File: config.mk
export PLATFORM = sky130hd
export DESIGN_NAME = apb_cmd_master
export DESIGN_NICKNAME = d
export VERILOG_FILES = /design/src/rtl/apb_cmd_master.sv
export SDC_FILE = /design/constraint.sdc
export NUM_CORES = 1
export LEC_CHECK = 0
export ABC_AREA = 0
export CAP_MARGIN = 20
export CORE_MARGIN = 5
export CORE_UTILIZATION = 41
export DETAILED_ROUTE_END_ITERATION = 7
export PLACE_DENSITY = 0.8
export SETUP_SLACK_MARGIN = 0.02
export SLEW_MARGIN = 20
export SYNTH_ARGS = -nofsm -noshare
export SYNTH_HDL_FRONTEND = slang
export SYNTH_SLANG_ARGS = --single-unit
File: constraint.sdc
create_clock -name clk -period 2.97 [get_ports clk]
set_input_delay 0.594 -clock clk [delete_from_list [all_inputs] [get_ports clk]]
set_output_delay 0.594 -clock clk [all_outputs]
set_load 0.02 [all_outputs]
File: src/rtl/apb_cmd_master.sv
// apb_cmd_master: single-outstanding command-to-APB4 master with wait-state timeout and error counting
module apb_cmd_master #(
    parameter int ADDR_W      = 32,
    parameter int DATA_W      = 32,
    parameter int TIMEOUT_CYC = 16
) (
    input  logic                clk,
    input  logic                rst,
    input  logic                cmd_valid,
    output logic                cmd_ready,
    input  logic                cmd_write,
    input  logic [ADDR_W-1:0]   cmd_addr,
    input  logic [DATA_W-1:0]   cmd_wdata,
    input  logic [DATA_W/8-1:0] cmd_strb,
    output logic                rsp_valid,
    input  logic                rsp_ready,
    output logic [DATA_W-1:0]   rsp_rdata,
    output logic                rsp_err,
    output logic                rsp_timeout,
    output logic                psel,
    output logic                penable,
    output logic [ADDR_W-1:0]   paddr,
    output logic                pwrite,
    output logic [DATA_W-1:0]   pwdata,
    output logic [DATA_W/8-1:0] pstrb,
    input  logic [DATA_W-1:0]   prdata,
    input  logic                pready,
    input  logic                pslverr,
    output logic [15:0]         err_cnt
);
    localparam int WC_W = TIMEOUT_CYC > 1 ? $clog2(TIMEOUT_CYC + 1) : 1;
    typedef enum logic [1:0] {IDLE, SETUP, ACCESS, RESP} state_t;
    state_t state, state_n;
    logic [WC_W-1:0] wcnt;
    logic hs, tmo, done, err_n, ready_n, psel_n, pen_n, valid_n;
    logic [DATA_W-1:0] rdata_n;
    always_ff @(posedge clk)
        state <= rst ? IDLE : state_n;
    // Timeout fires on the TIMEOUT_CYC-th waited ACCESS cycle; pready wins the same cycle
    always_comb begin
        hs = state == IDLE && cmd_valid && cmd_ready;
        tmo = TIMEOUT_CYC != 0 && wcnt == WC_W'(TIMEOUT_CYC - 1);
        done = state == ACCESS && (pready || tmo);
        state_n = state == IDLE   ? (hs ? SETUP : IDLE) :
                  state == SETUP  ? ACCESS :
                  state == ACCESS ? (done ? RESP : ACCESS) :
                  rsp_ready       ? IDLE : RESP;
    end
    always_comb begin
        ready_n = state_n == IDLE;
        psel_n = state_n == SETUP || state_n == ACCESS;
        pen_n = state_n == ACCESS;
        valid_n = state_n == RESP;
        err_n = pready ? pslverr : 1'b1;
        rdata_n = pready && !pwrite ? prdata : '0;
    end
    always_ff @(posedge clk) begin
        if (rst) begin
            cmd_ready   <= 1'b0;
            psel        <= 1'b0;
            penable     <= 1'b0;
            rsp_valid   <= 1'b0;
            paddr       <= '0;
            pwrite      <= 1'b0;
            pwdata      <= '0;
            pstrb       <= '0;
            wcnt        <= '0;
            rsp_rdata   <= '0;
            rsp_err     <= 1'b0;
            rsp_timeout <= 1'b0;
            err_cnt     <= '0;
        end else begin
            cmd_ready <= ready_n;
            psel      <= psel_n;
            penable   <= pen_n;
            rsp_valid <= valid_n;
            if (hs) begin
                paddr  <= cmd_addr;
                pwrite <= cmd_write;
                pwdata <= cmd_wdata;
                pstrb  <= cmd_write ? cmd_strb : '0;
            end
            wcnt <= hs ? '0 : (state == ACCESS && !pready) ? wcnt + 1'b1 : wcnt;
            if (done) begin
                rsp_rdata   <= rdata_n;
                rsp_err     <= err_n;
                rsp_timeout <= !pready;
                if (err_n && err_cnt != '1)
                    err_cnt <= err_cnt + 1'b1;
            end
        end
    end
endmodule

; ---- After elaboration in Yosys (flattened, before gate mapping)
; Cells that the tools add are included.
[totals]
reg_bits = 130
word_cells = 46
input_bits = 107
[classes]
eq_ne = 7
mux = 9
n_reduce_logical = 14
addsub = 2
[op_table]
columns = op, n
row1 = 2-to-1 mux 32 bit, 1
row2 = adder 16 x 1 -> 16 bit (second input constant), 1
row3 = != test 16 bit (second input constant), 1
row4 = 2-to-1 mux 2 bit, 4
row5 = == test 2 bit (second input constant), 3
row6 = logical AND 1 bit, 6
row7 = adder 5 x 1 -> 5 bit (second input constant), 1
row8 = == test 5 x 4 -> 1 bit (second input constant), 1
row9 = == test 2 x 1 -> 1 bit (second input constant), 2
row10 = zero test 2 bit, 2
row11 = 2-to-1 mux 4 bit, 1
row12 = 2-to-1 mux 1 bit, 3
row13 = zero test 1 bit, 2
row14 = logical OR 1 bit, 2
row15 = AND reduction 2 bit, 1
row16 = OR reduction 2 bit, 1

; ---- Logic depth before layout (Yosys ltp)
; Gate-level depths: netlist of run 1.
[logic_depth]
word_depth = 9
ltp_mapped = 8

; ---- Worst setup path after synthesis of run 1
; No wires, ideal clock.
[synth_timing]
path_type = reg2reg
start = reg wcnt[0]
end = reg err_cnt[15]
n_path_buf = 1
slack_ns = 0.751
arrival_time_ns = 2.098
t_required_ns = 2.849
stages_incl_launch_ff = 9
cell_sequence = dfxtp_1 -> ha_1 -> and3_1 -> ha_1 -> mux2i_1 -> or3_1 -> buf_2 -> nor4_1 -> mux2_2
[synth_via]
elab_chain_len = 4
[synth_rtl]
columns = item, line_no
row1 = from (decl), 34  ; logic [WC_W-1:0] wcnt;
row2 = from (signal assigned), 83  ; wcnt <= hs ? '0 : (state == ACCESS && !pready) ? wcnt + 1'b1 : wcnt;
row3 = == test 5 x 4 -> 1 bit, 42  ; tmo = TIMEOUT_CYC != 0 && wcnt == WC_W'(TIMEOUT_CYC - 1);
row4 = logical OR 1 bit, 43  ; done = state == ACCESS && (pready || tmo);
row5 = logical AND 1 bit, 43
row6 = AND reduction 2 bit (no line), n/a
row7 = to (signal assigned), 89  ; err_cnt <= err_cnt + 1'b1;
row8 = to (decl), 29  ; output logic [15:0] err_cnt
; No other way between the ends.
; A chain may end at the register's enable or synchronous reset.

; ---- Worst setup path after layout of run 1
; Ends and elaborated chain as after synthesis.

==> impl_metrics.env, run 1 <==
export IMPL_instances_no_fill=980
export IMPL_synthAdderAreaFrac_pct=1.02
export IMPL_drv_cap=0
export IMPL_clk_transition_reported_paths_ns=0.05
export IMPL_diodes=0
export IMPL_cts_repair_resized=0
export IMPL_synth_distinct_cells=38
export IMPL_drv_slew=0
export IMPL_place_inst=948
export IMPL_die_x_um=119
export IMPL_muxShareOfSynthArea_pct=1.53
export IMPL_worstPathMaxFanout=10
export IMPL_synthArstFlopShare_pct=0
export IMPL_yosys_most_used_dff="dfxtp_1"
export IMPL_dp_hpwl_um=10900
export IMPL_hold_ws_ns=0.448
export IMPL_post_cts_repair_setup_buffers=0
export IMPL_drive_above_1_share_pct=6.24
export IMPL_cts_tree="done"
export IMPL_place_congestion=0.853
export IMPL_cp_start_kind="flip-flop"
export IMPL_layout_commonest_cell="clkdlybuf4s50_1"
export IMPL_rsz0062_at_grt="false"
export IMPL_pre_cts_ws_ns=0.393
export IMPL_nets=931
export IMPL_cts_buffers=17
export IMPL_synthSimpleGateAreaFrac_pct=25.3
export IMPL_drt_initial_drc_count=370
export IMPL_drc=0
export IMPL_synth_top_family_by_area="simple AND/OR/NAND/NOR gates"
export IMPL_setup_violations=0
export IMPL_dr_pass1_iters=4
export IMPL_dr_total_vias=5044
export IMPL_peakVddDrop_mv=0.430
export IMPL_critPathKind="reg -> reg"
export IMPL_avgSynthCellArea_um2=8.07
export IMPL_synth_seq_cells=130
export IMPL_seq_area_frac_synth_pct=53.1
export IMPL_total_leakage_power_nw=2.74
export IMPL_syn_area_mm2=0.00490
export IMPL_synthesis_nets=718
export IMPL_grt_overflow=0
export IMPL_routed_wl_um=15300
export IMPL_yosysWarnings=0
export IMPL_post_drt_wl_per_cell_um=15.6
export IMPL_clockRootBuffer="clkbuf_16"
export IMPL_outcome="completed"
export IMPL_grt_max_degree=70
export IMPL_synth_cells=607
export IMPL_die_y_um=119
export IMPL_critPathRequiredTime_ns=3.28
export IMPL_antenna_found_initial=0
export IMPL_fmax_mhz=402
export IMPL_pwr_density_cell_mw_per_mm2=586
export IMPL_slew_headroom_pct=54.0
export IMPL_finalCritPeriodShare_pct=83.8
export IMPL_io_pins=230
export IMPL_clk_path_buf_depth=2
export IMPL_worstSkewPairLatency_ns=0.41
export IMPL_grt_pass1_vias=4957
export IMPL_port_buffers=229
export IMPL_grt_first_pass_wirelength_um=24100
export IMPL_core_area_mm2=0.0119
export IMPL_mostFrequentLayoutCells="clkdlybuf4s50_1 (228), nand2_1 (179), dfxtp_1 (130)"
export IMPL_initial_core_util_pct=41.3
export IMPL_timing_final_hold_violations=0
export IMPL_synth_compound_area_share_pct=14.4
export IMPL_rows=40
export IMPL_die_area_mm2=0.0142
export IMPL_routed_via_density=5.15
export IMPL_synth_edf_count=0
export IMPL_cts_sinks=130
export IMPL_synth_xor_area_share_pct=0.537
export IMPL_worst_slew_pin_slew_ns=0.691
export IMPL_grt_usage_pct=21.0
export IMPL_ant_nets=0
export IMPL_setup_slack_ns=0.481
export IMPL_h_tree_depth=4
export IMPL_period_needed_ns=2.49
export IMPL_finClkSkew_ns=0.00777
export IMPL_syn_to_final_growth_pct=61.9
export IMPL_tns_ns=0
export IMPL_cts_hold_buffers=0
export IMPL_critPathArrivalTime_ns=2.80
export IMPL_cp_end_kind="flip-flop"
export IMPL_min_path_type="reg -> reg"
## sequential cells by signal, indices dropped and copies added, names as in the netlist, 2 cells and up
signal,flops
err_cnt,16
pstrb,4
state,2
wcnt,5
paddr,32
pwdata,32
rsp_rdata,32
## through the flow
step | total power (W) | utilization, % | area (um2)
floorplan | 0.00216 | - | 4900
detailed placement | 0.00249 | 61.6 | 7300
finish | 0.00465 | 66.8 | 7930
global route | 0.00485 | 66.8 | 7930
CTS | 0.00471 | 66.8 | 7930
global placement | 0.00248 | 61.6 | 7300
## cell type report
type | count | area, um2
clock buffers | 21 | 470
clock inverters | 11 | 158
fillers | 959 | 3930
inverters | 6 | 22.5
multi-input cells | 427 | 2110
flip-flops and latches | 130 | 2600
well taps | 147 | 184
repair buffers | 238 | 2380
## path summary, 6_finish.rpt
path	startpoint	slack, ns	end	cells after the start
min	rsp_rdata[8]$_SDFFE_PP0P_	0.45	rsp_rdata[8]$_SDFFE_PP0P_	2
max reg2reg	wcnt[0]$_SDFFE_PP0P_	0.48	err_cnt[15]$_SDFFE_PP0P_	7
max	wcnt[0]$_SDFFE_PP0P_	0.48	err_cnt[15]$_SDFFE_PP0P_	7
min reg2reg	rsp_rdata[8]$_SDFFE_PP0P_	0.45	rsp_rdata[8]$_SDFFE_PP0P_	2
## synth_stat cells, drive strengths merged, types with 5 or more instances
library cell / number / area, um2
a21oi: 113 / 566
nor2: 16 / 60.1
o31ai: 6 / 45.0
nand4: 5 / 31.3
clkbuf: 38 / 144
nand2: 179 / 672
or3: 5 / 31.3
dfxtp: 130 / 2600
or4: 6 / 45.0
nand3: 43 / 215
nor2b: 7 / 43.8
buf: 6 / 33.8
nor3: 6 / 30.0
inv: 6 / 22.5
## worst max-delay path, stage by stage, from the launching register on
cell and delay, ns:
dfxtp_1 0.37, ha_1 0.18, and3_1 0.15, ha_1 0.28, mux2i_1 0.15, or3_1 0.53, nor4_1 0.36, mux2_2 0.37
## per-layer routing
metal / share of wire (%) / global-route usage, % / wire [um]
met2: 49 / 35.5 / 7530
met5: 0 / 0 / 0
met4: 1.9 / 8.23 / 293
met3: 11 / 11.8 / 1700
met1: 38 / 21.7 / 5770
## cells by family (layout without fill, tap and decap cells)
kind of cell / count (synthesis) / in the layout
simple gates: 281 / 281
compound gates: 132 / 132
flops: 130 / 130
buf+inv: 50 / 276
mux: 7 / 7
fa+ha+maj: 4 / 4
xor+xnor: 3 / 3
## power breakdown
group / leakage (nW) / internal (W) / switching, W
sequential: 1.05 / 0.00182 / 0.0000398
clock: 0.312 / 0.00146 / 0.000736
combinational: 1.37 / 0.000298 / 0.000300
total: 2.74 / 0.00357 / 0.00108
Power figures use the tool's default switching activity.
==> inputs of run 2 (changes only) <==
==> constraint.sdc (replaced) <==
create_clock -name clk -period 2.3 [get_ports clk]
set_input_delay 0.46 -clock clk [delete_from_list [all_inputs] [get_ports clk]]
set_output_delay 0.46 -clock clk [all_outputs]
set_load 0.02 [all_outputs]
==> impl_metrics.env, run 2 (same netlist as run 1, synthesis figures left out) <==
export IMPL_p_int_w=0.00436
export IMPL_core_area_mm2=0.0119
export IMPL_switchingPower_w=0.00135
export IMPL_rows=40
export IMPL_met1_length_um=5880
export IMPL_ant_nets=0
export IMPL_critPathRequiredTime_ns=2.59
export IMPL_die_y_um=119
export IMPL_syn_to_final_growth_pct=62.4
export IMPL_h_tree_depth=4
export IMPL_crit_chain="ha_1 -> and3_1 -> ha_1 -> mux2i_1 -> or3_4 -> nor4_4 -> mux2_2"
export IMPL_drv_cap=0
export IMPL_finalCritPeriodShare_pct=94.8
export IMPL_timing_final_hold_violations=0
export IMPL_routed_wl_met2_um=7620
export IMPL_setup_violations=0
export IMPL_drv_slew=0
export IMPL_fillers=972
export IMPL_grt_overflow=0
export IMPL_peakVddDrop_mv=0.512
export IMPL_met3_length_um=1560
export IMPL_port_buffers=229
export IMPL_critical_path_max_stage_delay_ns=0.42
export IMPL_initial_core_util_pct=41.3
export IMPL_drc=0
export IMPL_layout_commonest_cell="clkdlybuf4s50_1"
export IMPL_mostFrequentLayoutCells="clkdlybuf4s50_1 (228), nand2_1 (179), dfxtp_1 (129)"
export IMPL_period_needed_ns=2.18
export IMPL_clk_transition_reported_paths_ns=0.05
export IMPL_path_common_cell="ha_1"
export IMPL_critPathArrivalTime_ns=2.47
export IMPL_routed_wl_um=15400
export IMPL_cp_start_kind="flip-flop"
export IMPL_final_seq_area_mm2=0.00260
export IMPL_drive_above_1_share_pct=6.71
export IMPL_post_cts_repair_setup_buffers=0
export IMPL_drt_initial_drc_count=292
export IMPL_diodes=0
export IMPL_dr_pass1_iters=4
export IMPL_cts_buffers=17
export IMPL_cp_end_kind="flip-flop"
export IMPL_grt_usage_pct=21.2
export IMPL_swShare_pct=23.6
export IMPL_routed_via_density=5.13
export IMPL_antenna_found_initial=0
export IMPL_cts_sinks=130
export IMPL_worstSkewPairLatency_ns=0.41
export IMPL_crit_slowest_cell="or3_4"
export IMPL_grt_max_degree=69
export IMPL_finClkSkew_ns=0.00531
export IMPL_worstPathMaxFanout=10
export IMPL_nets=934
export IMPL_setup_slack_ns=0.121
export IMPL_dp_hpwl_um=11100
export IMPL_post_drt_wl_per_cell_um=15.6
export IMPL_grt_pass1_vias=4998
export IMPL_io_pins=230
export IMPL_ff2ff_setup_slack_ns=0.12
export IMPL_multi_input_area_mm2=0.00214
export IMPL_rsz0062_at_grt="false"
export IMPL_clockRootBuffer="clkbuf_16"
export IMPL_grt_first_pass_wirelength_um=24400
export IMPL_total_leakage_power_nw=2.74
export IMPL_post_route_util_pct=67.0
export IMPL_die_x_um=119
export IMPL_place_congestion=0.857
export IMPL_maxUsedRoutingLayer="met4"
export IMPL_p_comb_share_pct=13.8
export IMPL_finalPower_w=0.00570
export IMPL_die_area_mm2=0.0142
export IMPL_clockPowerShare_pct=44.1
export IMPL_critPathKind="reg -> reg"
export IMPL_clk_path_buf_depth=2
export IMPL_slew_headroom_pct=44.7
export IMPL_seqPwrFrac_pct=42.0
export IMPL_cts_tree="done"
export IMPL_reg_top3="paddr (32), pwdata (32), rsp_rdata (32)"
export IMPL_dr_total_vias=5033
export IMPL_pre_cts_ws_ns=-0.168
export IMPL_fmax_mhz=459
export IMPL_worst_slew_pin_slew_ns=0.823
export IMPL_min_path_type="reg -> reg"
export IMPL_pwr_density_cell_mw_per_mm2=717
export IMPL_outcome="completed"
## run 2: path summary, 6_finish.rpt
path | from | endpoint | cells after the start
min | rsp_rdata[8]$_SDFFE_PP0P_ | rsp_rdata[8]$_SDFFE_PP0P_ | 2
max | wcnt[1]$_SDFFE_PP0P_ | err_cnt[15]$_SDFFE_PP0P_ | 7
min reg2reg | rsp_rdata[8]$_SDFFE_PP0P_ | rsp_rdata[8]$_SDFFE_PP0P_ | 2
max reg2reg | wcnt[1]$_SDFFE_PP0P_ | err_cnt[15]$_SDFFE_PP0P_ | 7
## run 2: final cells by class
| type | count | area share (%) |
|---|---|---|
| Sequential cell | 130 | 32.7 |
| Timing Repair Buffer | 241 | 30.7 |
| Multi-Input combinational cell | 427 | 26.9 |
| Clock buffer | 26 | 6.40 |
| Tap cell | 147 | 2.31 |
| Clock inverter | 5 | 0.629 |
| Inverter | 6 | 0.283 |
## run 2: timing repair
action | 4_1_cts | 5_1_grt
endpoints found under the setup margin | 5 | 9
gates resized for setup | 3 | 4
hold buffers | 0 | 0
pin swaps | 0 | 2
## run 2: stage by stage
step | hold WS (ns) | TNS (ns) | instance area [um2] | cells
after floorplan | 0.472 | 0 | 4900 | 607
after global placement | 0.437 | -0.225 | 7360 | 951
after detailed placement | 0.444 | -0.452 | 7360 | 951
after CTS | 0.450 | 0 | 7930 | 982
after global routing | 0.468 | 0 | 7950 | 982
final | 0.449 | 0 | 7950 | 982
## run 2: metal layers
layer  up-vias  global-route usage [%]
met1      2341                    22.5
met4         0                    8.52
met2       183                    36.2
li1       2487                       -
met3        22                    10.3
met5         -                       0
## run 2: worst max-delay path, delay by kind of cell (launching register included)
kind | cells | cell delay [ns]
adders and majority gates | 2 | 0.36
DFF | 1 | 0.35
muxes | 2 | 0.49
and+or+nand+nor | 3 | 0.86
## run 2: power groups by stage
stage | combinational, W | clock (W) | sequential [W]
after floorplan | 0.000242 | 0 | 0.00254
after global placement | 0.000771 | 0 | 0.00244
after detailed placement | 0.000788 | 0 | 0.00244
after CTS | 0.000795 | 0.00257 | 0.00240
after global routing | 0.000845 | 0.00268 | 0.00241
final | 0.000788 | 0.00252 | 0.00240
==> inputs of run 3 (changes only) <==
--- a/config.mk
+++ b/config.mk
@@ -9,6 +9,7 @@
 export CAP_MARGIN = 20
 export CORE_MARGIN = 5
 export CORE_UTILIZATION = 41
+export CTS_CLUSTER_SIZE = 24
 export DETAILED_ROUTE_END_ITERATION = 7
 export PLACE_DENSITY = 0.8
 export SETUP_SLACK_MARGIN = 0.02
==> results of run 3 <==
Same layout as run 2: the final DEF is identical, and so are final timing and power.
